File: src/rtl/bus_pkg.sv
// Shared definitions for the bus router: FSM state, device IDs, default widths.
// Latency: n/a (declarations only).
// Backpressure: n/a.
package bus_pkg;

   // Router transaction phases
   typedef enum logic [1:0] {
      IDLE = 2'd0,
      BUSY = 2'd1,
      DONE = 2'd2
   } state_t;

   // Device IDs as decoded from the address select field
   localparam logic [3:0] DRAM = 4'd0;
   localparam logic [3:0] DROM = 4'd1;
   localparam logic [3:0] DMAT = 4'd2;
   localparam logic [3:0] DINT = 4'd3;
   localparam logic [3:0] DREG = 4'd4;
   localparam logic [3:0] DEXE = 4'd5;
   localparam logic [3:0] DSPI = 4'd6;
   localparam logic [3:0] DNON = 4'd7;

   // Default geometry of the core memory port
   localparam int BUS_ADDR_W  = 16;
   localparam int BUS_DATA_W  = 16;
   localparam int BUS_N_DEV   = 7;
   localparam int BUS_SEL_MSB = 15;
   localparam int BUS_SEL_LSB = 12;
   localparam int BUS_TIMEOUT = 16;

endpackage

File: src/rtl/bus_timeout.sv
// BUSY-cycle watchdog: counts enabled cycles since clear, flags the last allowed one.
// Latency: expired is combinational from the count register.
// Backpressure: none; count freezes once expired until cleared.
module bus_timeout #(
   parameter int TIMEOUT = 16
) (
   input  logic clk,
   input  logic rst_n,
   input  logic clr,
   input  logic en,
   output logic expired
);

   localparam int CW = $clog2(TIMEOUT + 1);

   logic [CW-1:0] cnt;

   // expired marks the TIMEOUT-th cycle; an ack in that cycle still wins upstream
   assign expired = (cnt == CW'(TIMEOUT - 1));

   // Count enabled cycles, clear whenever the router is not waiting on a device
   always_ff @(posedge clk or negedge rst_n) begin
      if (!rst_n) begin
         cnt <= '0;
      end else if (clr) begin
         cnt <= '0;
      end else if (en && !expired) begin
         cnt <= cnt + CW'(1);
      end
   end

endmodule

File: src/rtl/bus_router.sv
// Registered address decoder/router: one master transaction at a time to N_DEV devices.
// Latency: hit = ack cycle + 1 (min 2 after request); miss/illegal = 1 cycle.
// Backpressure: master holds request until m_ready; device stalls via d_ack.
// Optional device watchdog enabled by defining BUS_ROUTER_TIMEOUT_EN.
module bus_router
   import bus_pkg::*;
#(
   parameter int ADDR_W  = BUS_ADDR_W,
   parameter int DATA_W  = BUS_DATA_W,
   parameter int N_DEV   = BUS_N_DEV,
   parameter int SEL_MSB = BUS_SEL_MSB,
   parameter int SEL_LSB = BUS_SEL_LSB,
   parameter int TIMEOUT = BUS_TIMEOUT
) (
   input  logic                    clk,
   input  logic                    rst_n,
   input  logic                    m_rd,
   input  logic                    m_wr,
   input  logic [ADDR_W-1:0]       m_addr,
   input  logic [DATA_W-1:0]       m_wdata,
   output logic                    m_ready,
   output logic                    m_err,
   output logic [DATA_W-1:0]       m_rdata,
   output logic [N_DEV-1:0]        d_sel,
   output logic                    d_rd,
   output logic                    d_wr,
   output logic [ADDR_W-1:0]       d_addr,
   output logic [DATA_W-1:0]       d_wdata,
   input  logic [N_DEV*DATA_W-1:0] d_rdata,
   input  logic [N_DEV-1:0]        d_ack,
   output logic [7:0]              err_cnt
);

   localparam int IDW = SEL_MSB - SEL_LSB + 1;

   state_t              state;
   logic [IDW-1:0]      did_in;
   logic                hit_in;
   logic [N_DEV-1:0]    sel_in;
   logic                ack_hit;
   logic [DATA_W-1:0]   rdata_sel;
   logic                to_expired;

   // Decode the incoming request; only ever used to load registers
   assign did_in = m_addr[SEL_MSB:SEL_LSB];
   assign hit_in = int'(did_in) < N_DEV;
   assign sel_in = hit_in ? (N_DEV'(1) << did_in) : '0;

   // d_sel is one-hot while BUSY, so masking with it ignores other devices' acks
   assign ack_hit = |(d_ack & d_sel);

   // Pick the selected device's read slice using the registered one-hot select
   always_comb begin
      rdata_sel = '0;
      for (int i = 0; i < N_DEV; i++) begin
         if (d_sel[i]) begin
            rdata_sel = rdata_sel | d_rdata[i*DATA_W +: DATA_W];
         end
      end
   end

`ifdef BUS_ROUTER_TIMEOUT_EN
   bus_timeout #(
      .TIMEOUT (TIMEOUT)
   ) u_timeout (
      .clk     (clk),
      .rst_n   (rst_n),
      .clr     (state != BUSY),
      .en      ((state == BUSY) && !ack_hit),
      .expired (to_expired)
   );
`else
   assign to_expired = 1'b0;
`endif

   // Transaction FSM with all master/device outputs registered
   always_ff @(posedge clk or negedge rst_n) begin
      if (!rst_n) begin
         state   <= IDLE;
         m_ready <= 1'b0;
         m_err   <= 1'b0;
         m_rdata <= '0;
         d_sel   <= '0;
         d_rd    <= 1'b0;
         d_wr    <= 1'b0;
         d_addr  <= '0;
         d_wdata <= '0;
         err_cnt <= '0;
      end else begin
         case (state)
            IDLE: begin
               if (m_rd || m_wr) begin
                  d_addr  <= m_addr;
                  d_wdata <= m_wdata;
                  if (m_rd && m_wr) begin
                     // Conflicting direction: answer with an error, never strobe a device
                     state   <= DONE;
                     m_ready <= 1'b1;
                     m_err   <= 1'b1;
                     m_rdata <= '0;
                  end else if (hit_in) begin
                     state <= BUSY;
                     d_sel <= sel_in;
                     d_rd  <= m_rd;
                     d_wr  <= m_wr;
                  end else begin
                     // Device ID beyond the populated range
                     state   <= DONE;
                     m_ready <= 1'b1;
                     m_err   <= 1'b1;
                     m_rdata <= '0;
                  end
               end
            end
            BUSY: begin
               if (ack_hit) begin
                  state   <= DONE;
                  m_ready <= 1'b1;
                  m_err   <= 1'b0;
                  m_rdata <= d_rd ? rdata_sel : '0;
                  d_sel   <= '0;
                  d_rd    <= 1'b0;
                  d_wr    <= 1'b0;
               end else if (to_expired) begin
                  // Device never answered: release it and report an error
                  state   <= DONE;
                  m_ready <= 1'b1;
                  m_err   <= 1'b1;
                  m_rdata <= '0;
                  d_sel   <= '0;
                  d_rd    <= 1'b0;
                  d_wr    <= 1'b0;
               end
            end
            DONE: begin
               state   <= IDLE;
               m_ready <= 1'b0;
               m_err   <= 1'b0;
               m_rdata <= '0;
               if (m_err && (err_cnt != 8'hFF)) begin
                  err_cnt <= err_cnt + 8'd1;
               end
            end
            default: begin
               state <= IDLE;
            end
         endcase
      end
   end

endmodule

File: config.mk
export PLATFORM = sky130hd
export DESIGN_NAME = bus_router
export DESIGN_NICKNAME = d
export VERILOG_FILES = /design/src/rtl/bus_pkg.sv /design/src/rtl/bus_timeout.sv /design/src/rtl/bus_router.sv
export SDC_FILE = /design/constraint.sdc
export NUM_CORES = 1
export LEC_CHECK = 0
export CAP_MARGIN = 40
export CORE_MARGIN = 5
export CORE_UTILIZATION = 30
export DETAILED_ROUTE_END_ITERATION = 16
export PLACE_DENSITY = 0.68
export SLEW_MARGIN = 20
export SYNTH_ARGS = -nofsm -noshare
export SYNTH_HDL_FRONTEND = slang
export SYNTH_SLANG_ARGS = --single-unit
export TNS_END_PERCENT = 20
File: constraint.sdc
create_clock -name clk -period 5.5 [get_ports clk]
set_input_delay 1.65 -clock clk [delete_from_list [all_inputs] [get_ports clk]]
set_output_delay 1.65 -clock clk [all_outputs]
set_load 0.05 [all_outputs]
==> flow_summary_export.csv <==
group,metric,value,unit
clocking,cts_buffers,9,
power_and_ir_drop,ir_worst_vdd,0.408,mV
worst_setup_path,critPathCaptureType,"primary output",
route,drtAntennaViolNets,0,
timing,hold_viol,0,
timing,rsz0062_at_grt,"no",
status,status,"complete, no violations",
global_routing,gr-total-overflow,0,
worst_setup_path,cp_num_buf_inv,1,
worst_setup_path,crit_family,"buffers and inverters",
timing,relSlewSlack,0.482,
timing,worst_pin_slew,0.777,ns
synth,synthTopCellsByArea,"dfrtp_1 (50%), mux2_2 (14%), a22oi_1 (7.8%)",
timing,setup_viol,0,
placed_design,place_ws,1.49,ns
route,route.detailed.drc,0,
synth,synth.avg_cell_area,12.6,µm²
worst_setup_path,path_cells,"clkdlybuf4s50_1",
clocking,ctsHtreeMaxLevel,3,
finish,layout.cells.non_filler,640,
synth,ys_ff_latch,69,
clocking,cts_root_buf,"clkbuf_16",
run,max-cap-violations,0,
global_routing,grt_pass1_wl,20100,µm
clocking,clkTransAtPathRegs,0.06,ns
worst_setup_path,critical_path.max_fanout,19,
floorplan,start_util,0.304,
floorplan,core-area,11400,µm²
synth,syn-num-nets,434,
synth,yosys_warnings,0,
clocking,tritoncts,"done",
finish,syn2layout_area_growth,76.6,%
finish,final_nets,651,
finish,antenna_cells,0,
finish,drive_gt1_frac,0.163,
global_routing,track_usage,0.181,
global_routing,grt_start_max_net_pins,36,
timing,skew,0.00988,ns
timing,fin_tns_setup,0,ns
timing,drv_slew,0,
floorplan,num_rows,39,
synth,synth-edff-count,0,
floorplan,die_y,117,µm
finish,final_util,0.537,
timing,fmax,265,MHz
timing,fin_ws,1.72,ns
clocking,cts.sinks,69,
synth,yosysTopAreaCellShare,0.499,
worst_setup_path,crit_type,"flip-flop to primary output",
timing,post-route-period-util,0.687,
synth,synth_top_area_cell,"dfrtp_1",
power_and_ir_drop,p_leak,2.40,nW
finish,final_common_cell,"clkdlybuf4s50_1",
floorplan,die_w,117,µm
finish,ff_latch_area,1730,µm²
route,routedWlPerCell,20.2,µm
route,wirelength,12900,µm
floorplan,die_area,13800,µm²
finish,mostFrequentLayoutCells,"clkdlybuf4s50_1 (220), dfrtp_1 (69), mux2_2 (42), a22oi_1 (36)",
clocking,cts-hold-fix-buffers,0,
global_routing,grt_pass1_vias,3639,
route,vias,3315,
power_and_ir_drop,total_power,3.35,mW
synth,syn_inst,275,
placed_design,dp_cells,624,
power_and_ir_drop,p_per_area,548,nW/µm²
route,vias_per_cell,5.18,
placed_design,dpl.hpwl,9950,µm
clocking,ctsLongestPathBuffers,2,
finish,multi_input_area,1580,µm²
finish,finish.instance_area,6110,µm²
finish,nFillCells,995,
worst_setup_path,arrival,2.13,ns
worst_setup_path,cp-start-kind,"flip-flop",
global_routing,grt_antenna_before_repair,0,
clocking,post_cts_buffers,0,
clocking,cts-resized-gates,0,
synth,synth_cell_types,42,
clocking,insertion_delay,0.33,ns
placed_design,place_area,5790,µm²
synth,synth_ff_type,"dfrtp_1",
route,drtIter0Drc,279,
synth,async_flop_share,1.00,
synth,syn-cell-area,3460,µm²
placed_design,gp_congestion,0.853,
worst_setup_path,slowest_stage,"clkdlybuf4s50_1",
timing,whs,0.492,ns
worst_setup_path,slowest_delay,0.95,ns
route,drtPass1Iterations,5,
floorplan,ios,222,
synth,ys_seq_area_frac,0.499,
timing,period_needed,3.78,ns
hold_path,hp-class,"flip-flop to flip-flop",
worst_setup_path,required,3.85,ns
placed_design,port_buffers,221,
## area by class of cell
class / instances / area share
Multi-Input combinational cell: 179 / 0.259
Inverter: 5 / 0.00307
Clock buffer: 10 / 0.0375
Clock inverter: 6 / 0.0143
Sequential cell: 69 / 0.283
Tap cell: 143 / 0.0293
Timing Repair Buffer: 228 / 0.374
## power by group
group	switching, mW	internal, mW
Sequential	0.160	0.696
Clock	0.210	0.396
Combinational	1.13	0.760
Total	1.50	1.85
## synthesized netlist by cell type, drive strengths merged (2+ instances only)
master and count:
a21oi 3, a222oi 16, a22o 5, a22oi 37
a31oi 16, a32o 2, and3 2, buf 10
clkbuf 12, dfrtp 69, ha 4, inv 5
mux2 50, nand2 8, nand3 2, nand4 3
nor2 5, o21ai 5, o22ai 2, o31ai 2
or3 2, xnor2 4, xor2 3
## state kept, by name, indices dropped and copies added, names as in the netlist
signal,flops
d_rd,1
d_sel,7
m_err,1
err_cnt,8
state,2
m_rdata,16
d_addr,16
d_wdata,16
d_wr,1
m_ready,1
## layer usage
layer	vias to the layer above	track usage	wire length, µm
met4	0	0.0551	131
li1	1528	-	-
met3	11	0.0746	1520
met2	203	0.309	6310
met5	-	0	0
met1	1573	0.206	4960
## worst paths after layout
path                                  from  slack (ns)  depth (start not counted)           to
worst max-delay path              d_sel[2]        1.72                          1     d_sel[2]
worst min-delay path            err_cnt[7]        0.49                          1   err_cnt[7]
worst max register to register    d_sel[2]        2.90                          6   m_rdata[6]
worst min register to register  err_cnt[7]        0.49                          1   err_cnt[7]
max in group asynchronous            rst_n        3.67                          2  m_rdata[14]
min in group asynchronous            rst_n        1.28                          1    d_addr[3]
## cells by family (layout without fill, tap and decap cells)
logic type,Yosys count,count (layout),synth area share
AO/OA/AOI/OAI,91,91,0.211
AND/OR/NAND/NOR,27,27,0.0423
XOR/XNOR,7,7,0.0177
buffers and inverters,27,249,0.0441
multiplexers,50,50,0.171
flip-flops,69,69,0.499
adder cells (fa/ha/maj),4,4,0.0145
(Power assumes the default switching activity.)
